===== src/rtl/gs_elim_sched_if.sv =====
// Host load/unload streams between the host and the elimination job scheduler.
// Master is the host side; slave is the scheduler side.
interface gs_elim_sched_if #(
    parameter int unsigned DAT_W = 64
);
    logic             host_wr_valid;
    logic [DAT_W-1:0] host_wr_data;
    logic             host_wr_ready;
    logic             host_rd_valid;
    logic [DAT_W-1:0] host_rd_data;
    logic             host_rd_ready;

    modport master (
        output host_wr_valid, host_wr_data, host_rd_ready,
        input  host_wr_ready, host_rd_valid, host_rd_data
    );

    modport slave (
        input  host_wr_valid, host_wr_data, host_rd_ready,
        output host_wr_ready, host_rd_valid, host_rd_data
    );
endinterface


===== src/rtl/gs_elim_sched.sv =====
// Job scheduler for a row-based elimination engine: loads DAT_D rows from the host,
// lends the row memory to the engine until it finishes, then streams the rows back.
module gs_elim_sched #(
    parameter int unsigned DAT_W = 64,
    parameter int unsigned DAT_D = 64,
    parameter int unsigned AW    = (DAT_D > 1) ? $clog2(DAT_D) : 1
) (
    input  logic             clk,
    input  logic             rst_b,
    input  logic             host_start,
    gs_elim_sched_if.slave   host,
    output logic             eng_start,
    input  logic             eng_finish,
    input  logic [AW-1:0]    eng_addr,
    input  logic             eng_rw,
    input  logic [DAT_W-1:0] eng_dout,
    output logic [DAT_W-1:0] eng_din,
    output logic [AW-1:0]    mem_addr,
    output logic [DAT_W-1:0] mem_wdata,
    output logic             mem_rden,
    output logic             mem_wren,
    input  logic [DAT_W-1:0] mem_q,
    output logic             busy,
    output logic             done
);

    localparam logic [AW-1:0] LAST_ROW = AW'(DAT_D - 1);

    typedef enum logic [2:0] {
        S_IDLE,
        S_LOAD,
        S_START,
        S_RUN,
        S_URD,
        S_UHOLD,
        S_DONE
    } state_e;

    state_e           state_q, state_d;
    logic [AW-1:0]    cnt_q, cnt_d;
    logic [DAT_W-1:0] rd_data_q, rd_data_d;
    logic             rd_valid_q, rd_valid_d;
    logic             wr_ready_q;
    logic             busy_q;
    logic             done_q;
    logic             eng_start_q;

    assign host.host_wr_ready = wr_ready_q;
    assign host.host_rd_valid = rd_valid_q;
    assign host.host_rd_data  = rd_data_q;
    assign busy               = busy_q;
    assign done               = done_q;
    assign eng_start          = eng_start_q;
    assign eng_din            = mem_q;

    // State register; status outputs are decoded from the next state so they line up with it.
    always_ff @(posedge clk or negedge rst_b) begin
        if (!rst_b) begin
            state_q     <= S_IDLE;
            cnt_q       <= '0;
            rd_data_q   <= '0;
            rd_valid_q  <= 1'b0;
            wr_ready_q  <= 1'b0;
            busy_q      <= 1'b0;
            done_q      <= 1'b0;
            eng_start_q <= 1'b0;
        end else begin
            state_q     <= state_d;
            cnt_q       <= cnt_d;
            rd_data_q   <= rd_data_d;
            rd_valid_q  <= rd_valid_d;
            wr_ready_q  <= (state_d == S_LOAD);
            busy_q      <= (state_d != S_IDLE);
            done_q      <= (state_d == S_DONE);
            eng_start_q <= (state_d == S_START);
        end
    end

    // Next-state and memory-port steering.
    always_comb begin
        state_d    = state_q;
        cnt_d      = cnt_q;
        rd_data_d  = rd_data_q;
        rd_valid_d = rd_valid_q;
        mem_addr   = '0;
        mem_wdata  = '0;
        mem_rden   = 1'b0;
        mem_wren   = 1'b0;

        case (state_q)
            S_IDLE: begin
                if (host_start) begin
                    state_d = S_LOAD;
                    cnt_d   = '0;
                end
            end
            S_LOAD: begin
                mem_addr = cnt_q;
                if (host.host_wr_valid && wr_ready_q) begin
                    mem_wren  = 1'b1;
                    mem_wdata = host.host_wr_data;
                    if (cnt_q == LAST_ROW) begin
                        state_d = S_START;
                    end else begin
                        cnt_d = cnt_q + AW'(1);
                    end
                end
            end
            S_START: begin
                state_d = S_RUN;
            end
            S_RUN: begin
                mem_addr  = eng_addr;
                mem_wdata = eng_dout;
                mem_wren  = eng_rw;
                mem_rden  = ~eng_rw;
                if (eng_finish) begin
                    state_d = S_URD;
                    cnt_d   = '0;
                end
            end
            S_URD: begin
                mem_addr = cnt_q;
                mem_rden = 1'b1;
                state_d  = S_UHOLD;
            end
            S_UHOLD: begin
                // First cycle captures the read data; valid is then held until accepted.
                if (!rd_valid_q) begin
                    rd_data_d  = mem_q;
                    rd_valid_d = 1'b1;
                end else if (host.host_rd_ready) begin
                    rd_valid_d = 1'b0;
                    if (cnt_q == LAST_ROW) begin
                        state_d = S_DONE;
                    end else begin
                        cnt_d   = cnt_q + AW'(1);
                        state_d = S_URD;
                    end
                end
            end
            S_DONE: begin
                state_d = S_IDLE;
            end
            default: begin
                state_d = S_IDLE;
            end
        endcase
    end

endmodule


===== src/flat_wrapper.sv =====
// flat-port wrapper written by rule: the top's interface ports become plain ports
module gs_elim_sched_flat 
#(
    parameter int unsigned DAT_W = 64,
    parameter int unsigned DAT_D = 64,
    parameter int unsigned AW    = (DAT_D > 1) ? $clog2(DAT_D) : 1
)
  (clk, rst_b, host_start, eng_start, eng_finish, eng_addr, eng_rw, eng_dout, eng_din, mem_addr, mem_wdata, mem_rden, mem_wren, mem_q, busy, done, host_host_wr_valid, host_host_wr_data, host_host_rd_ready, host_host_wr_ready, host_host_rd_valid, host_host_rd_data);
  gs_elim_sched_if #(.DAT_W(DAT_W)) host_i ();
  input  logic clk;
  input  logic rst_b;
  input  logic host_start;
  output logic eng_start;
  input  logic eng_finish;
  input  logic [AW-1:0] eng_addr;
  input  logic eng_rw;
  input  logic [DAT_W-1:0] eng_dout;
  output logic [DAT_W-1:0] eng_din;
  output logic [AW-1:0] mem_addr;
  output logic [DAT_W-1:0] mem_wdata;
  output logic mem_rden;
  output logic mem_wren;
  input  logic [DAT_W-1:0] mem_q;
  output logic busy;
  output logic done;
  input wire logic [$bits(host_i.host_wr_valid)-1:0] host_host_wr_valid;
  input wire logic [$bits(host_i.host_wr_data)-1:0] host_host_wr_data;
  input wire logic [$bits(host_i.host_rd_ready)-1:0] host_host_rd_ready;
  output wire logic [$bits(host_i.host_wr_ready)-1:0] host_host_wr_ready;
  output wire logic [$bits(host_i.host_rd_valid)-1:0] host_host_rd_valid;
  output wire logic [$bits(host_i.host_rd_data)-1:0] host_host_rd_data;
  assign host_i.host_wr_valid = host_host_wr_valid;
  assign host_i.host_wr_data = host_host_wr_data;
  assign host_i.host_rd_ready = host_host_rd_ready;
  assign host_host_wr_ready = host_i.host_wr_ready;
  assign host_host_rd_valid = host_i.host_rd_valid;
  assign host_host_rd_data = host_i.host_rd_data;
  gs_elim_sched #(.DAT_W(DAT_W), .DAT_D(DAT_D), .AW(AW)) u_core (.clk(clk), .rst_b(rst_b), .host_start(host_start), .host(host_i), .eng_start(eng_start), .eng_finish(eng_finish), .eng_addr(eng_addr), .eng_rw(eng_rw), .eng_dout(eng_dout), .eng_din(eng_din), .mem_addr(mem_addr), .mem_wdata(mem_wdata), .mem_rden(mem_rden), .mem_wren(mem_wren), .mem_q(mem_q), .busy(busy), .done(done));
endmodule

===== config.mk =====
export PLATFORM = sky130hd
export DESIGN_NAME = gs_elim_sched_flat
export DESIGN_NICKNAME = d
export VERILOG_FILES = /design/src/rtl/gs_elim_sched_if.sv /design/src/rtl/gs_elim_sched.sv /design/src/flat_wrapper.sv
export SDC_FILE = /design/constraint.sdc
export NUM_CORES = 1
export LEC_CHECK = 0
export BUFFER_PORTS_ARGS = -buffer_cell sky130_fd_sc_hd__buf_2
export CAP_MARGIN = 20
export CORE_AREA = 2 2 158 160
export CTS_BUF_LIST = sky130_fd_sc_hd__clkbuf_4
export DETAILED_ROUTE_END_ITERATION = 16
export DIE_AREA = 0 0 160 162
export GPL_ROUTABILITY_DRIVEN = 1
export SYNTH_ARGS = -nofsm -noshare
export SYNTH_HDL_FRONTEND = slang
export SYNTH_SLANG_ARGS = --single-unit

===== constraint.sdc =====
create_clock -name clk -period 2.35 [get_ports clk]
set_clock_uncertainty 0.15 [all_clocks]
set_input_delay 0.47 -clock clk [delete_from_list [all_inputs] [get_ports clk]]
set_output_delay 0.47 -clock clk [all_outputs]
set_load 0.05 [all_outputs]

### Word level (Yosys, flattened, before mapping)

Index checks and enable logic that the tools add are counted.

| storage, ports and cells | value |
|---|---|
| register bits after elaboration | 78 |

| cells by class | value |
|---|---|
| add/sub/neg operators | 1 |
| equality and inequality tests | 14 |
| multiplexer cells | 23 |
| bitwise logic cells | 2 |
| reduce and logical (&&, ||, !) cells | 7 |

Operator list:

| kind | count |
|---|---|
| $pmux 64 s2 | 1 |
| $mux 64 | 1 |
| $mux 6 | 6 |
| $pmux 6 s4 | 1 |
| $mux 3 | 6 |
| $pmux 3 s6 | 1 |
| $pmux 6 s2 | 1 |
| $eq 3x2->1 const B | 3 |
| $eq 3x3->1 const B | 3 |
| $add 6x1->6 const B | 1 |
| $eq 3x1->1 const B | 2 |
| $eq 6x6->1 const B | 1 |
| $ne 2x2->1 const B | 3 |
| $reduce_and 6->1 | 1 |
| $ne 2x1->1 const B | 2 |
| $pmux 1 s2 | 2 |
| $reduce_bool 4->1 | 1 |
| $logic_not 3->1 | 1 |
| $mux 1 | 3 |
| $reduce_bool 3->1 | 1 |
| $mux 2 | 1 |
| $not 1->1 | 2 |
| $reduce_and 2->1 | 1 |
| $reduce_or 2->1 | 1 |
| $logic_and 1x1->1 | 1 |

### Depth between registers and ports, before layout

Gate-level depths: netlist (run 1).

| logic depth | value |
|---|---|
| depth after elaboration | 6 |
| depth in mapped cells | 7 |
| depth with buffers taken out | 5 |

### Least setup slack after synthesis (run 1)

OpenSTA, ideal clock, no wires.

| timing path | value |
|---|---|
| path type | reg2out |
| start | reg u_core.state_q[1] |
| end | out mem_addr[0] |
| arrival time | 2.053 ns |
| slack | -0.323 ns |
| cell stages (with the launch flop) | 5 |
| buffers on the path | 2 |
| cells stage by stage | dfrtp_1 -> buf_4 -> buf_1 -> mux2i_1 -> o21ai_0 |

| on the way | value |
|---|---|
| longest elaborated chain between the ends | 3 |

RTL lines:

| item | line | text |
|---|---|---|
| start, declared | gs_elim_sched.sv:39 | `state_e state_q, state_d;` |
| start signal, assigned | gs_elim_sched.sv:68 | `state_q <= state_d;` |
| $eq 3x3->1 / $eq 3x1->1 (equally long branches) | gs_elim_sched.sv:90 | `case (state_q)` |
| $reduce_or 2->1 (no line) | -- |  |
| $pmux 6 s2 * | gs_elim_sched.sv:90 |  |
| end, declared | flat_wrapper.sv:19 | `output logic [AW-1:0] mem_addr;` |

Mark *: on every way between the ends. The rest lies on a longest branch, timed or not.

### Worst setup path after layout (run 1)

| timing path | value |
|---|---|
| start | reg u_core.state_q[2] |
| end | out mem_wdata[39] |

| on the way | value |
|---|---|
| longest elaborated chain between the ends | 2 |

RTL lines:

| item | line | text |
|---|---|---|
| $eq 3x2->1 / $eq 3x1->1 (equally long branches) | gs_elim_sched.sv:90 |  |
| $pmux 64 s2 * | gs_elim_sched.sv:90 |  |
| end, declared | flat_wrapper.sv:20 | `output logic [DAT_W-1:0] mem_wdata;` |

Marks and branches as above.

==> qor.txt, run 1 <==
RSZ-0062 raised after global routing = yes
Complex-gate fraction of the synthesized area = 18.1%
Period utilization = 105%
Setup Viol. Count Final = 66
Non-Filler Instances = 1065
CP endpoint kind = output port
Largest family of logic cells by synthesized area = compound AO/OA/AOI/OAI gates
Post-synthesis cell count = 378
Core Rows = 57
Fin. Hold Viols = 0
Die span in x = 160 um
Share of cells above drive strength 1 = 78.3%
Total grt overflow = 0
Clock Latency Late Sink = 430 ps
P&R area growth vs syn = 72.8%
Post-synth EDFFs = 0
Fmax = 405 MHz
Min-Delay Endpoint = u_core.host.host_rd_data[13]$_DFFE_PN0P_
Dpl ws = 79.4 ps
Initial Utilization = 18.5%
Critical path launch point type = flip-flop
Largest net degree at the start of global routing = 45
Number of max-cap violations = 0
Commonest non-fill, non-tap cells in the layout = buf_2 (336), dfrtp_1 (77), mux2_2 (61), buf_6 (45)
Final net count = 942
Initial antenna violation count = 6
IO Port Bufs = 409
Detailed Routing Iterations Pass 1 = 4
Syn avg cell area = 11.8 um^2
Placed Cells = 1034
All-Layer GR Usage = 14.5%
Mux cell area share after synthesis = 17.8%
Clock buffer depth = 2
Dpl hpwl = 16000 um
Routed wire per std cell = 18.7 um
CTS tree = yes
Residual DRC count = 0
FF-to-FF setup slack = 210 ps
Clock tree sinks = 78
Synthesized area = 4460 um^2
Die Y = 162 um
Synth Flop Type = dfrtp_1
Peak supply drop = 0.000585 V
DIE AREA = 25900 um^2
Synth warn = 0
Leakage = 3.79 nW
Hold path cells = 2
Vias in the first global route = 4517
Sequential area share after synthesis = 43.8%
Num CTS Buffers = 9
Detailed Route WL = 19900 um
R2R Path Start = u_core.state_q[2]$_DFF_PN0_
Tmin final = 2470 ps
Power Dens Cells = 1040 nW/um^2
CTS root buffer = clkbuf_4
Failing checks = negative setup slack
Routed Antenna Nets = 0
H-Tree Depth = 3
Routability cong. = 0.803
Detailed Route Iter0 Violations = 154
TNS Setup = -5620 ps
Worst-margin pin slew = 498 ps
R2R depth = 8
Core area = 24100 um^2
N_diodes = 0
Post-synthesis net count = 584
Flops & latches, synth = 78
Hold WS = 114 ps
Critical Path Fanout Max = 17
Status = complete, but fails checks
Clock transition at the registers of the reported paths = 130 ps
Slew Limit Fails = 0
Adder-Cell Fraction of Synth Area = 0.281%
Kind of critical path = flip-flop to output port
First-pass GRT wire length = 27800 um
Ports = 410
Worst Setup Slack, final = -121 ps
Vias = 4471
Distinct cells, synth = 46
Vias/cell = 4.20
Commonest non-fill, non-tap cell in the layout = buf_2
Pwr Total = 8.02 mW
Worst slew margin = 66.8%
Simple-Gate Fraction of Synth Area = 4.66%
Synth Area in XOR/XNOR = 0%
Crit Reg-Reg Endpoint = u_core.cnt_q[2]$_DFFE_PN0P_
Hold Path Origin = mem_q[13]
Worst EP required = 1730 ps
Ys async rst share = 100%
Hold/Removal Path Class = input port to flip-flop
CP arrival = 1850 ps
-- where the power goes --
group          internal [mW]  switching (mW)
registers               1.97           0.332
logic                   1.51            3.39
clock network          0.326           0.489
total                   3.81            4.21
-- final cells by class --
class / instances / area [um^2]
Fill cell: 2513 / 16400
Timing Repair Buffer: 435 / 3110
Multi-Input combinational cell: 204 / 2060
Sequential cell: 78 / 1950
Tap cell: 324 / 405
Clock inverter: 7 / 72.6
Clock buffer: 9 / 67.6
Inverter: 8 / 32.5
-- registers in the layout, summed over array words and instances (netlist names) --
register / cells
u_core.host.host_rd_data: 64
u_core.state_q: 3
u_core.busy: 1
u_core.eng_start: 1
u_core.host.host_rd_valid: 1
u_core.host.host_wr_ready: 1
u_core.done: 1
u_core.cnt_q: 6
-- critical path: stages (launching register included) --
cell and delay [ps]:
dfrtp_1 410, nand2b_4 180, nor3_4 160, buf_12 170, buf_16 170, a22o_1 190
buf_12 150
-- stage by stage --
step           util [%]  instance area [um^2]
2_1_floorplan         -                  4510
3_3_place_gp       28.3                  6830
3_5_place_dp       28.3                  6830
4_1_cts            31.4                  7570
5_1_grt            32.0                  7700
6_report           32.0                  7700
-- what timing repair did --
item,CTS,global route
hold buffers,1,0
setup endpoints to repair,72,72
pin swaps,4,1
gates cloned,4,0
gates resized for setup,120,21
setup buffers,2,8
hold endpoints to repair,34,0
-- metal layers --
layer / up-vias / GRT usage (%) / share of wire, %
met3: 32 / 4.57 / 8.5
met1: 2103 / 13.7 / 33
met5: - / 0 / 0.26
met4: 8 / 4.75 / 2.5
li1: 2065 / - / -
met2: 263 / 29.4 / 56
-- how the worst max path moves through the flow --
| stage | from | to | cells past startpoint |
|---|---|---|---|
| floorplan | u_core.state_q[1]$_DFF_PN0_ | mem_addr[0] | 4 |
| global placement | host_host_wr_valid | mem_wdata[26] | 6 |
| detailed placement | u_core.state_q[2]$_DFF_PN0_ | mem_wdata[45] | 5 |
| CTS | u_core.state_q[2]$_DFF_PN0_ | mem_wdata[45] | 6 |
| global route | u_core.state_q[2]$_DFF_PN0_ | mem_wdata[49] | 6 |
| finish | u_core.state_q[2]$_DFF_PN0_ | mem_wdata[39] | 6 |
-- cells in the mapped netlist, drive strengths merged, types with 2 or more instances --
cell type,number,area (um^2)
dfrtp,78,1950
a21o,2,15.0
buf,87,652
inv,8,30.0
o2111ai,2,17.5
a21oi,4,23.8
nor2,6,32.5
a31oi,2,12.5
mux2,65,732
o22ai,2,12.5
nand2,13,48.8
mux2i,6,60.1
a22o,64,561
and2,2,12.5
nor3,2,21.3
o21ai,10,61.3
a2bb2oi,4,35.0
o2bb2ai,2,17.5
nand3b,2,27.5
-- kinds of logic (layout without fill, tap and decap cells) --
group	count (synthesis)	count (layout)
muxes	71	71
and+or+nand+nor	34	34
DFF	78	78
adders and majority gates	1	1
AOI/OAI and AO/OA	98	98
buffers and inverters	96	459
No activity file was read; power rests on OpenSTA's default activity.
==> run 2, diff against run 1 <==
CTS_BUF_LIST = default   (was sky130_fd_sc_hd__clkbuf_4)
==> qor.txt, run 2 (synthesis results as in run 1) <==
Cell Chain, Critical Path = nand2b_4, nor3_4, buf_12, buf_16, a22o_2, buf_12
GR Util met3 = 5.21%
Vias = 4460
Hold path cells = 2
All-Layer GR Usage = 14.5%
Critical path launch point type = flip-flop
Commonest non-fill, non-tap cells in the layout = buf_2 (336), dfrtp_1 (77), mux2_2 (61), buf_6 (42), buf_12 (31)
Total grt overflow = 0
Buf/Inv on CP = 3
CP dominant cell by count = buf_12
Hold Path Origin = mem_q[13]
RSZ-0062 raised after global routing = yes
Routed wire per std cell = 19.2 um
Vias in the first global route = 4515
DIE AREA = 25900 um^2
H-Tree Depth = 3
Crit path max-delay family = buffers and inverters
Commonest non-fill, non-tap cell in the layout = buf_2
Largest net degree at the start of global routing = 45
Die Y = 162 um
Fill cell count = 2507
Detailed Routing Iterations Pass 1 = 4
Placed cell areas = 6830 um^2
R2R Path Start = u_core.state_q[1]$_DFF_PN0_
Fmax = 423 MHz
Final Util = 32.6%
Period utilization = 101%
Detailed Route Iter0 Violations = 139
CP arrival = 1740 ps
Failing checks = negative setup slack
First-pass GRT wire length = 27700 um
CTS tree = yes
Residual DRC count = 0
Met2 global-route usage = 29.1%
Non-Filler Instances = 1063
Kind of critical path = flip-flop to output port
Min-Delay Endpoint = u_core.host.host_rd_data[13]$_DFFE_PN0P_
CTS root buffer = clkbuf_16
Detailed Route WL = 20400 um
Num CTS Buffers = 9
Dpl hpwl = 16000 um
Peak supply drop = 0.000586 V
TNS Setup = -85.6 ps
Crit Reg-Reg Endpoint = u_core.host.host_rd_data[59]$_DFFE_PN0P_
Clock Latency Late Sink = 330 ps
Initial Utilization = 18.5%
Fin. Hold Viols = 0
Worst-margin pin slew = 501 ps
Setup Viol. Count Final = 12
CP max stage delay = 380 ps
Leakage = 3.86 nW
Ports = 410
Power Dens Cells = 1090 nW/um^2
Routed Antenna Nets = 0
Worst Setup Slack, final = -12.7 ps
CP endpoint kind = output port
Initial antenna violation count = 7
Status = complete, but fails checks
Placed Cells = 1034
Share of cells above drive strength 1 = 77.0%
Fin area = 7860 um^2
Clock transition at the registers of the reported paths = 60 ps
CP max stage cell = dfrtp_1
FF-to-FF setup slack = 400 ps
Clock buffer depth = 2
Vias/cell = 4.20
Tmin final = 2360 ps
Max reg flops = 64
Number of max-cap violations = 0
P&R area growth vs syn = 76.3%
Most used routing layer = met2
Core area = 24100 um^2
Routability cong. = 0.803
Core Rows = 57
Hold/Removal Path Class = input port to flip-flop
Met1 usage = 13.5%
IO Port Bufs = 409
Worst EP required = 1730 ps
Die span in x = 160 um
R2R depth = 5
Critical Path Fanout Max = 17
Pwr Total = 8.55 mW
Final net count = 939
Clock tree sinks = 78
Worst slew margin = 66.6%
Slew Limit Fails = 0
## run 2: cell count changes in the layout (fill, tap and decap cells not counted)
cell / previous run / this run
nand2_2: 4 / 1
buf_12: 30 / 31
inv_1: 6 / 7
nand2_1: 9 / 12
clkbuf_16: 0 / 11
o21ai_2: 6 / 0
diode_2: 0 / 1
buf_4: 13 / 10
buf_6: 45 / 42
clkbuf_4: 9 / 0
inv_2: 1 / 0
clkbuf_8: 0 / 1
o21ai_1: 0 / 6
clkinv_1: 1 / 0
## run 2: final cells by class
cell class                      instances  area, um^2  share of cell area (%)
Clock buffer                           10         239                    3.04
Clock inverter                          6        68.8                   0.876
Inverter                                8        32.5                   0.414
Antenna cell                            1        2.50                  0.0318
Tap cell                              324         405                    5.16
Sequential cell                        78        1950                    24.9
Multi-Input combinational cell        204        2030                    25.9
Timing Repair Buffer                  432        3120                    39.7
## run 2: worst max path at each step
stage,cells after the start,to,slack (ps),startpoint
3_3_place_gp,6,mem_wdata[26],160,host_host_wr_valid
6_report,6,mem_wdata[11],-10,u_core.state_q[2]$_DFF_PN0_
2_1_floorplan,4,mem_addr[0],50,u_core.state_q[1]$_DFF_PN0_
3_5_place_dp,5,mem_wdata[45],80,u_core.state_q[2]$_DFF_PN0_
5_1_grt,6,mem_wdata[45],-90,u_core.state_q[2]$_DFF_PN0_
4_1_cts,6,mem_wdata[45],-30,u_core.state_q[2]$_DFF_PN0_
## run 2: power breakdown
group / internal, mW / switching (mW)
Clock: 0.856 / 0.554
Combinational: 1.47 / 3.36
Sequential: 1.98 / 0.327
## run 2: routing by layer
layer  vias up  routed length, um
met2       273              11300
li1       2056                  -
met3        37               1760
met1      2086               6690
met4         8                620
met5         -                 51
## run 2: timing repair
action / 4_1_cts / 5_1_grt
hold buffers: 1 / 0
gates resized for setup: 110 / 18
setup buffers: 1 / 3
endpoints found under the hold margin: 34 / 0
gates cloned: 4 / 3
setup endpoints to repair: 72 / 72
pin swaps: 3 / 2
## run 2: per-stage QoR
| step | setup slack (ps) | hold slack [ps] |
|---|---|---|
| 2_1_floorplan | 49.6 | 24.4 |
| 3_3_place_gp | 160 | 319 |
| 3_5_place_dp | 79.4 | 322 |
| 4_1_cts | -27.1 | 201 |
| 5_1_grt | -91.6 | 209 |
| 6_report | -12.7 | 218 |
